==> src/rtl/ntt_pkg.sv <==
// Shared constants, FSM states and bank routing for the NTT writeback path.
// wb_map() returns the BU result index {bu, sel_b} feeding one bank write port.
package ntt_pkg;

    localparam logic [7:0] LEN_128 = 8'd128;
    localparam logic [7:0] LEN_64  = 8'd64;
    localparam logic [7:0] LEN_32  = 8'd32;
    localparam logic [7:0] LEN_16  = 8'd16;
    localparam logic [7:0] LEN_8   = 8'd8;
    localparam logic [7:0] LEN_4   = 8'd4;
    localparam logic [7:0] LEN_2   = 8'd2;

    typedef enum logic [1:0] {
        ST_IDLE,
        ST_FILL,
        ST_WRITE,
        ST_DONE
    } wb_state_t;

    function automatic logic len_legal(input logic [7:0] len);
        return len inside {LEN_128, LEN_64, LEN_32, LEN_16,
                           LEN_8, LEN_4, LEN_2};
    endfunction

    // Result index = {bu[2:0], sel_b}; sel_b picks the B output of that BU.
    // Banks pair up as (2p, 2p+1); the odd bank of a pair usually takes B.
    function automatic logic [3:0] wb_map(
        input logic [7:0] len,
        input logic [2:0] bank,
        input logic       port_b
    );
        logic [1:0] p;
        logic [2:0] bu;
        logic       sel;
        p   = bank[2:1];
        bu  = '0;
        sel = bank[0];
        unique case (1'b1)
            len == LEN_128: bu = {port_b, p};
            len == LEN_64:  bu = {p[1], port_b, p[0]};
            len == LEN_32:  bu = {p, port_b};
            default: begin
                // short stages: banks 0/1 each hold one whole BU (A on
                // port A, B on port B); the upper pairs interleave.
                if (p == 2'd0) begin
                    bu  = {2'b00, bank[0]};
                    sel = port_b;
                end else begin
                    bu  = {p, port_b};
                end
            end
        endcase
        return {bu, sel};
    endfunction

endpackage

==> src/rtl/bu_wb_delay.sv <==
// Shift register with valid that matches the butterfly-unit latency.
// Ports: clk_i, rst_i (async low), in_valid_i/in_data_i, out_*, vld_o taps.
module bu_wb_delay #(
    parameter int W     = 8,
    parameter int DEPTH = 3
) (
    input  logic             clk_i,
    input  logic             rst_i,
    input  logic             in_valid_i,
    input  logic [W-1:0]     in_data_i,
    output logic             out_valid_o,
    output logic [W-1:0]     out_data_o,
    output logic [DEPTH-1:0] vld_o
);

    logic [DEPTH-1:0]        v_q;
    logic [DEPTH-1:0][W-1:0] d_q;

    always_ff @(posedge clk_i or negedge rst_i) begin
        if (!rst_i) begin
            v_q <= '0;
            d_q <= '0;
        end else begin
            v_q[0] <= in_valid_i;
            d_q[0] <= in_data_i;
            for (int i = 1; i < DEPTH; i++) begin
                v_q[i] <= v_q[i-1];
                d_q[i] <= d_q[i-1];
            end
        end
    end

    assign out_valid_o = v_q[DEPTH-1];
    assign out_data_o  = d_q[DEPTH-1];
    assign vld_o       = v_q;

endmodule

==> src/rtl/bu_writeback.sv <==
// In-place writeback of 8 butterfly results (A/B) into 8 dual-port banks.
// Ports: beat info in, BU results in, 16 write-data/2 addr/wr_en out, status.
module bu_writeback
    import ntt_pkg::*;
#(
    parameter int DATA_WIDTH   = 13,
    parameter int ADDR_WIDTH   = 5,
    parameter int BU_LATENCY   = 3,
    parameter int WR_PER_STAGE = 16
) (
    input  logic                  clk_i,
    input  logic                  rst_i,
    input  logic                  in_valid_i,
    input  logic [7:0]            len_i,
    input  logic                  is_ntt_i,
    input  logic [ADDR_WIDTH-1:0] rd_addr_a_i,
    input  logic [ADDR_WIDTH-1:0] rd_addr_b_i,
    input  logic [DATA_WIDTH-2:0] A_NTT0,
    input  logic [DATA_WIDTH-2:0] A_NTT1,
    input  logic [DATA_WIDTH-2:0] A_NTT2,
    input  logic [DATA_WIDTH-2:0] A_NTT3,
    input  logic [DATA_WIDTH-2:0] A_NTT4,
    input  logic [DATA_WIDTH-2:0] A_NTT5,
    input  logic [DATA_WIDTH-2:0] A_NTT6,
    input  logic [DATA_WIDTH-2:0] A_NTT7,
    input  logic [DATA_WIDTH-2:0] B_NTT0,
    input  logic [DATA_WIDTH-2:0] B_NTT1,
    input  logic [DATA_WIDTH-2:0] B_NTT2,
    input  logic [DATA_WIDTH-2:0] B_NTT3,
    input  logic [DATA_WIDTH-2:0] B_NTT4,
    input  logic [DATA_WIDTH-2:0] B_NTT5,
    input  logic [DATA_WIDTH-2:0] B_NTT6,
    input  logic [DATA_WIDTH-2:0] B_NTT7,
    input  logic [DATA_WIDTH-2:0] A_iNTT0,
    input  logic [DATA_WIDTH-2:0] A_iNTT1,
    input  logic [DATA_WIDTH-2:0] A_iNTT2,
    input  logic [DATA_WIDTH-2:0] A_iNTT3,
    input  logic [DATA_WIDTH-2:0] A_iNTT4,
    input  logic [DATA_WIDTH-2:0] A_iNTT5,
    input  logic [DATA_WIDTH-2:0] A_iNTT6,
    input  logic [DATA_WIDTH-2:0] A_iNTT7,
    input  logic [DATA_WIDTH-2:0] B_iNTT0,
    input  logic [DATA_WIDTH-2:0] B_iNTT1,
    input  logic [DATA_WIDTH-2:0] B_iNTT2,
    input  logic [DATA_WIDTH-2:0] B_iNTT3,
    input  logic [DATA_WIDTH-2:0] B_iNTT4,
    input  logic [DATA_WIDTH-2:0] B_iNTT5,
    input  logic [DATA_WIDTH-2:0] B_iNTT6,
    input  logic [DATA_WIDTH-2:0] B_iNTT7,
    output logic [DATA_WIDTH-2:0] wr_data_a0,
    output logic [DATA_WIDTH-2:0] wr_data_a1,
    output logic [DATA_WIDTH-2:0] wr_data_a2,
    output logic [DATA_WIDTH-2:0] wr_data_a3,
    output logic [DATA_WIDTH-2:0] wr_data_a4,
    output logic [DATA_WIDTH-2:0] wr_data_a5,
    output logic [DATA_WIDTH-2:0] wr_data_a6,
    output logic [DATA_WIDTH-2:0] wr_data_a7,
    output logic [DATA_WIDTH-2:0] wr_data_b0,
    output logic [DATA_WIDTH-2:0] wr_data_b1,
    output logic [DATA_WIDTH-2:0] wr_data_b2,
    output logic [DATA_WIDTH-2:0] wr_data_b3,
    output logic [DATA_WIDTH-2:0] wr_data_b4,
    output logic [DATA_WIDTH-2:0] wr_data_b5,
    output logic [DATA_WIDTH-2:0] wr_data_b6,
    output logic [DATA_WIDTH-2:0] wr_data_b7,
    output logic [ADDR_WIDTH-1:0] wr_addr_a_o,
    output logic [ADDR_WIDTH-1:0] wr_addr_b_o,
    output logic                  wr_en_o,
    output logic                  busy_o,
    output logic                  stage_done_o,
    output logic                  err_o
);

    localparam int CW    = DATA_WIDTH - 1;
    localparam int PW    = 8 + 1 + 2 * ADDR_WIDTH;
    localparam int CNT_W = (WR_PER_STAGE > 1) ? $clog2(WR_PER_STAGE) : 1;
    localparam logic [CNT_W-1:0] CNT_LAST = CNT_W'(WR_PER_STAGE - 1);

    logic [CW-1:0] res_ntt  [16];
    logic [CW-1:0] res_intt [16];

    assign res_ntt[0]  = A_NTT0;
    assign res_ntt[1]  = B_NTT0;
    assign res_ntt[2]  = A_NTT1;
    assign res_ntt[3]  = B_NTT1;
    assign res_ntt[4]  = A_NTT2;
    assign res_ntt[5]  = B_NTT2;
    assign res_ntt[6]  = A_NTT3;
    assign res_ntt[7]  = B_NTT3;
    assign res_ntt[8]  = A_NTT4;
    assign res_ntt[9]  = B_NTT4;
    assign res_ntt[10] = A_NTT5;
    assign res_ntt[11] = B_NTT5;
    assign res_ntt[12] = A_NTT6;
    assign res_ntt[13] = B_NTT6;
    assign res_ntt[14] = A_NTT7;
    assign res_ntt[15] = B_NTT7;

    assign res_intt[0]  = A_iNTT0;
    assign res_intt[1]  = B_iNTT0;
    assign res_intt[2]  = A_iNTT1;
    assign res_intt[3]  = B_iNTT1;
    assign res_intt[4]  = A_iNTT2;
    assign res_intt[5]  = B_iNTT2;
    assign res_intt[6]  = A_iNTT3;
    assign res_intt[7]  = B_iNTT3;
    assign res_intt[8]  = A_iNTT4;
    assign res_intt[9]  = B_iNTT4;
    assign res_intt[10] = A_iNTT5;
    assign res_intt[11] = B_iNTT5;
    assign res_intt[12] = A_iNTT6;
    assign res_intt[13] = B_iNTT6;
    assign res_intt[14] = A_iNTT7;
    assign res_intt[15] = B_iNTT7;

    // Beat descriptor travels alongside the BU so routing uses its own mode.
    logic [PW-1:0]         dly_in;
    logic [PW-1:0]         dly_out;
    logic                  d_valid;
    logic [BU_LATENCY-1:0] d_vld;
    logic [7:0]            d_len;
    logic                  d_ntt;
    logic [ADDR_WIDTH-1:0] d_ra;
    logic [ADDR_WIDTH-1:0] d_rb;

    assign dly_in = {len_i, is_ntt_i, rd_addr_a_i, rd_addr_b_i};

    bu_wb_delay #(
        .W     (PW),
        .DEPTH (BU_LATENCY)
    ) u_delay (
        .clk_i       (clk_i),
        .rst_i       (rst_i),
        .in_valid_i  (in_valid_i),
        .in_data_i   (dly_in),
        .out_valid_o (d_valid),
        .out_data_o  (dly_out),
        .vld_o       (d_vld)
    );

    assign {d_len, d_ntt, d_ra, d_rb} = dly_out;

    logic d_legal;
    logic wr_go;

    assign d_legal = len_legal(d_len);
    assign wr_go   = d_valid & d_legal;

    logic [CW-1:0] nxt_a [8];
    logic [CW-1:0] nxt_b [8];

    always_comb begin
        for (int n = 0; n < 8; n++) begin
            nxt_a[n] = d_ntt ? res_ntt[wb_map(d_len, 3'(n), 1'b0)]
                             : res_intt[wb_map(d_len, 3'(n), 1'b0)];
            nxt_b[n] = d_ntt ? res_ntt[wb_map(d_len, 3'(n), 1'b1)]
                             : res_intt[wb_map(d_len, 3'(n), 1'b1)];
        end
    end

    logic                  we_q;
    logic                  err_q;
    logic [ADDR_WIDTH-1:0] addr_a_q;
    logic [ADDR_WIDTH-1:0] addr_b_q;
    logic [CW-1:0]         da_q [8];
    logic [CW-1:0]         db_q [8];

    // Write port is zeroed whenever no write is issued.
    always_ff @(posedge clk_i or negedge rst_i) begin
        if (!rst_i) begin
            we_q     <= 1'b0;
            err_q    <= 1'b0;
            addr_a_q <= '0;
            addr_b_q <= '0;
            for (int n = 0; n < 8; n++) begin
                da_q[n] <= '0;
                db_q[n] <= '0;
            end
        end else begin
            we_q     <= wr_go;
            addr_a_q <= wr_go ? d_ra : '0;
            addr_b_q <= wr_go ? d_rb : '0;
            for (int n = 0; n < 8; n++) begin
                da_q[n] <= wr_go ? nxt_a[n] : '0;
                db_q[n] <= wr_go ? nxt_b[n] : '0;
            end
            if (d_valid && !d_legal) begin
                err_q <= 1'b1;
            end
        end
    end

    logic [CNT_W-1:0] cnt_q;
    logic             last_wr;

    // Counts beats visible on the write port; holds across input gaps.
    assign last_wr = we_q && (cnt_q == CNT_LAST);

    always_ff @(posedge clk_i or negedge rst_i) begin
        if (!rst_i) begin
            cnt_q <= '0;
        end else if (we_q) begin
            cnt_q <= last_wr ? '0 : cnt_q + 1'b1;
        end
    end

    wb_state_t state_q;
    wb_state_t state_d;
    logic      inflight;

    assign inflight = in_valid_i | (|d_vld) | we_q;

    always_ff @(posedge clk_i or negedge rst_i) begin
        if (!rst_i) begin
            state_q <= ST_IDLE;
        end else begin
            state_q <= state_d;
        end
    end

    always_comb begin
        state_d = state_q;
        unique case (state_q)
            ST_IDLE: begin
                if (last_wr) begin
                    state_d = ST_DONE;
                end else if (inflight) begin
                    state_d = ST_FILL;
                end
            end
            ST_FILL: begin
                if (last_wr) begin
                    state_d = ST_DONE;
                end else if (d_valid) begin
                    state_d = ST_WRITE;
                end
            end
            ST_WRITE: begin
                if (last_wr) begin
                    state_d = ST_DONE;
                end
            end
            ST_DONE: begin
                // a stage of one beat can finish again straight away
                if (last_wr) begin
                    state_d = ST_DONE;
                end else if (inflight) begin
                    state_d = ST_FILL;
                end else begin
                    state_d = ST_IDLE;
                end
            end
            default: state_d = ST_IDLE;
        endcase
    end

    assign wr_en_o      = we_q;
    assign err_o        = err_q;
    assign wr_addr_a_o  = addr_a_q;
    assign wr_addr_b_o  = addr_b_q;
    assign stage_done_o = (state_q == ST_DONE);
    assign busy_o       = (|d_vld) | we_q | (state_q != ST_IDLE);

    assign wr_data_a0 = da_q[0];
    assign wr_data_a1 = da_q[1];
    assign wr_data_a2 = da_q[2];
    assign wr_data_a3 = da_q[3];
    assign wr_data_a4 = da_q[4];
    assign wr_data_a5 = da_q[5];
    assign wr_data_a6 = da_q[6];
    assign wr_data_a7 = da_q[7];
    assign wr_data_b0 = db_q[0];
    assign wr_data_b1 = db_q[1];
    assign wr_data_b2 = db_q[2];
    assign wr_data_b3 = db_q[3];
    assign wr_data_b4 = db_q[4];
    assign wr_data_b5 = db_q[5];
    assign wr_data_b6 = db_q[6];
    assign wr_data_b7 = db_q[7];

endmodule
==> config.mk <==
export PLATFORM = sky130hd
export DESIGN_NAME = bu_writeback
export DESIGN_NICKNAME = d
export VERILOG_FILES = /design/src/rtl/ntt_pkg.sv /design/src/rtl/bu_wb_delay.sv /design/src/rtl/bu_writeback.sv
export SDC_FILE = /design/constraint.sdc
export NUM_CORES = 1
export LEC_CHECK = 0
export CAP_MARGIN = 20
export CELL_PAD_IN_SITES_DETAIL_PLACEMENT = 1
export CELL_PAD_IN_SITES_GLOBAL_PLACEMENT = 2
export CORE_MARGIN = 4
export CORE_UTILIZATION = 26
export CTS_CLUSTER_SIZE = 12
export DETAILED_ROUTE_END_ITERATION = 12
export PLACE_DENSITY = 0.8
export SYNTH_ARGS = -nofsm -noshare
export SYNTH_HDL_FRONTEND = slang
export SYNTH_SLANG_ARGS = --single-unit
==> constraint.sdc <==
create_clock -name clk_i -period 3.2 [get_ports clk_i]
set_input_delay 0.64 -clock clk_i [delete_from_list [all_inputs] [get_ports clk_i]]
set_output_delay 0.64 -clock clk_i [all_outputs]
set_load 0.01 [all_outputs]
==> run_results.csv <==
group,metric,value,unit
clock_network,clkTransAtPathRegs,0.06,ns
sta,fin_crit_sh,0.878,
synthesis,synthFlopType,"dfrtp_1",
clock_network,post_cts_buffers,0,
sta,skew,0.0236,ns
synthesis,synth_edf_count,0,
synthesis,synth-adder-area-share,0.000910,
sta,fin_ws,0.392,ns
synthesis,synth_xor_area_frac,0.00191,
clock_network,cts_resized,0,
synthesis,yosys-top-cells-count,"270 x dfrtp_1, 118 x and2_1, 100 x mux4_2",
global_route,grt_pass1_vias,14300,
sta,hold_viol,0,
global_route,grt_pass1_wl,100000,um
die,chipHeight,238,um
clock_network,ctsHoldBuffers,0,
global_route,grt_max_degree,75,
synthesis,synth.distinct_cells,72,
sta,slew_viol_final,0,
synthesis,ys_seq_area_frac,0.491,
routing,wl_per_cell,29.4,um
synthesis,async_reset_ff_frac,1.00,
sta,rsz0062_at_grt,"false",
routing,dr.pass1.iters,5,
pwr,ir_drop,331,uV
synthesis,syn_area_per_cell,12.8,um^2
synthesis,netlist_top_cells_area,"dfrtp_1 49%, mux4_2 16%, and2_1 5.4%",
clock_network,clockBufferDepth,3,
worst_setup_path,start_kind,"flip-flop",
synthesis,ys_warn_count,0,
synthesis,synthCells,1070,
place,post_dp_cell_area,20800,um^2
worst_setup_path,reg2regPathDepth,5,
synthesis,syn_area,13700,um^2
clock_network,htree_levels,2,
finish,final_cell_area,21900,um^2
place,place_ws,0.396,ns
clock_network,cts_buffers,35,
routing,vias_per_cell,5.39,
clock_network,cts-root-buf,"clkbuf_16",
sta,fmax,356,MHz
finish,area_growth,59.3,%
synthesis,synth_top_family_by_area,"multiplexers",
run,maxCapViolCount,0,
synthesis,synthMuxAreaShare,0.204,
worst_setup_path,required,3.61,ns
synthesis,ys_ff_latch,270,
sta,period_needed,2.81,ns
routing,routed_wl,69700,um
run_status,status,"complete, no violations",
clock_network,worstSkewPairLatency,0.54,ns
sta,fin_tns_setup,0,ns
worst_setup_path,crit_type,"flip-flop to flip-flop",
die,initial_core_util,0.262,
worst_hold_path,hold_class,"input port to asynchronous set/reset pin",
synthesis,yosysTopAreaCellShare,0.491,
sta,worstMarginPinSlew,0.740,ns
routing,vias,12800,
die,die_area,56600,um^2
worst_setup_path,cp_data_arrival_time,3.22,ns
synthesis,synth-simple-area-share,0.111,
place,dp_hpwl,52700,um
finish,final_nets,2069,
finish,final_layout_size_suffix_gt1_frac,0.135,
synthesis,post-synth-top-count-cell,"dfrtp_1",
worst_setup_path,r2r_start,"u_delay.out_data_o[18]$_DFF_PN0_",
pwr,powerDensity,408,nW/um^2
synthesis,syn_nets,1477,
global_route,overflow,0,
pwr,p_leak,8.91,nW
worst_setup_path,path_max_fanout,31,
clock_network,cts.sinks,270,
sta,slew_headroom,0.507,
clock_network,cts_tree,"yes",
worst_setup_path,r2r_end,"wr_data_b3[0]$_DFF_PN0_",
die,top_level_ports,612,
routing,drc_errors,0,
worst_setup_path,rrSetupSlack,0.39,ns
global_route,antenna_found_initial,2,
die,coreArea,52400,um^2
routing,drtIter0Drc,849,
synthesis,synth_compound_area_frac,0.150,
die,row_count,84,
place,io_buffers,611,
die,die_w,238,um
global_route,grt_util_all_layers,0.240,
place,gp_congestion,0.849,
routing,postRouteAntennaNets,0,
sta,finalSetupViolations,0,
synthesis,synth_top_area_cell,"dfrtp_1",
worst_setup_path,cp-end-kind,"flip-flop",
[critical path, stage by stage (launching register included)]
cell	delay, ns
dfrtp_1	0.53
or4b_1	0.82
nor2_8	0.26
buf_12	0.31
mux4_2	0.55
and2_1	0.18
[metrics by stage]
| step | instances | util | hold slack, ns | total power (W) |
|---|---|---|---|---|
| final | 2375 | 0.418 | 0.0421 | 0.00894 |
| after global routing | 2374 | 0.418 | 0.0585 | 0.00930 |
| after CTS | 2373 | 0.417 | 0.0489 | 0.00905 |
| after detailed placement | 2313 | 0.396 | 0.336 | 0.00504 |
| after global placement | 2313 | 0.396 | 0.331 | 0.00501 |
| after floorplan | 1070 | - | 0.331 | 0.00410 |
[worst max-delay path by stage]
stage | endpoint | start | cells past startpoint | slack, ns
6_report | wr_data_b3[0]$_DFF_PN0_ | u_delay.out_data_o[18]$_DFF_PN0_ | 5 | 0.39
5_1_grt | wr_data_b2[3]$_DFF_PN0_ | u_delay.out_data_o[14]$_DFF_PN0_ | 7 | 0.29
4_1_cts | wr_data_b3[0]$_DFF_PN0_ | u_delay.out_data_o[18]$_DFF_PN0_ | 5 | 0.38
3_5_place_dp | wr_data_b3[0]$_DFF_PN0_ | u_delay.out_data_o[18]$_DFF_PN0_ | 5 | 0.40
3_3_place_gp | wr_data_b4[11]$_DFF_PN0_ | u_delay.out_data_o[18]$_DFF_PN0_ | 5 | 0.49
2_1_floorplan | wr_data_b4[10]$_DFF_PN0_ | u_delay.out_data_o[17]$_DFF_PN0_ | 7 | 0.74
[state kept, by name, indices dropped and copies added (netlist names), 12 cells and up]
signal,cells
u_delay.d_q,38
u_delay.out_data_o,19
wr_data_a0,12
wr_data_a1,12
wr_data_a2,12
wr_data_a3,12
wr_data_a4,12
wr_data_a5,12
wr_data_a6,12
wr_data_a7,12
wr_data_b0,12
wr_data_b1,12
wr_data_b2,12
wr_data_b3,12
wr_data_b4,12
wr_data_b5,12
wr_data_b6,12
wr_data_b7,12
[metal layers]
metal | GRT usage | routed length [um]
met4 | 0.102 | 3210
met5 | 0 | 0
met3 | 0.0734 | 6400
met2 | 0.409 | 34400
met1 | 0.281 | 25700
[cells in the final DEF, fill, tap and decap left out, types with 3 or more instances in the layout]
master,netlist,final
mux2i_1,36,36
clkbuf_16,0,37
o21ai_1,4,3
o22ai_1,25,25
buf_12,1,9
o211ai_1,4,4
clkbuf_8,0,6
a221oi_1,54,54
dfrtp_1,270,269
a31oi_1,3,3
a22oi_1,6,6
or3_1,4,4
o21ai_0,19,19
nor2_1,60,60
clkbuf_1,69,9
nor3_1,26,26
nor4_1,5,4
and2_1,118,118
buf_4,9,41
mux4_2,100,100
clkdlybuf4s50_1,0,610
or4b_1,3,3
a21oi_1,22,22
inv_1,8,7
clkinv_2,0,7
o221ai_1,12,12
a222oi_1,7,7
a22o_1,46,46
mux4_1,7,7
nand3b_1,4,4
a211oi_1,23,23
o21a_1,4,4
o22a_1,12,12
nand2_1,30,30
[final cells by class]
cell class	instances	area (um^2)
Antenna cell	2	5.00
Clock buffer	52	1040
Clock inverter	8	90.1
Fill cell	5542	30500
Inverter	9	35.0
Multi-Input combinational cell	685	6500
Sequential cell	270	6760
Tap cell	688	861
Timing Repair Buffer	661	6610
[report_power, final]
group	switching, W	total, W	internal (W)
registers	0.0000633	0.00356	0.00349
clock network	0.00155	0.00396	0.00241
logic	0.000609	0.00143	0.000817
[kinds of logic (layout without fill, tap and decap cells)]
| family | count (synthesis) | in the layout |
|---|---|---|
| AND/OR/NAND/NOR | 273 | 273 |
| AO/OA/AOI/OAI | 264 | 264 |
| multiplexers | 144 | 144 |
| flip-flops | 270 | 270 |
| XOR/XNOR | 3 | 3 |
| other | 0 | 2 |
| adder cells (fa/ha/maj) | 1 | 1 |
| buffers and inverters | 115 | 730 |
(Power assumes the default switching activity.)
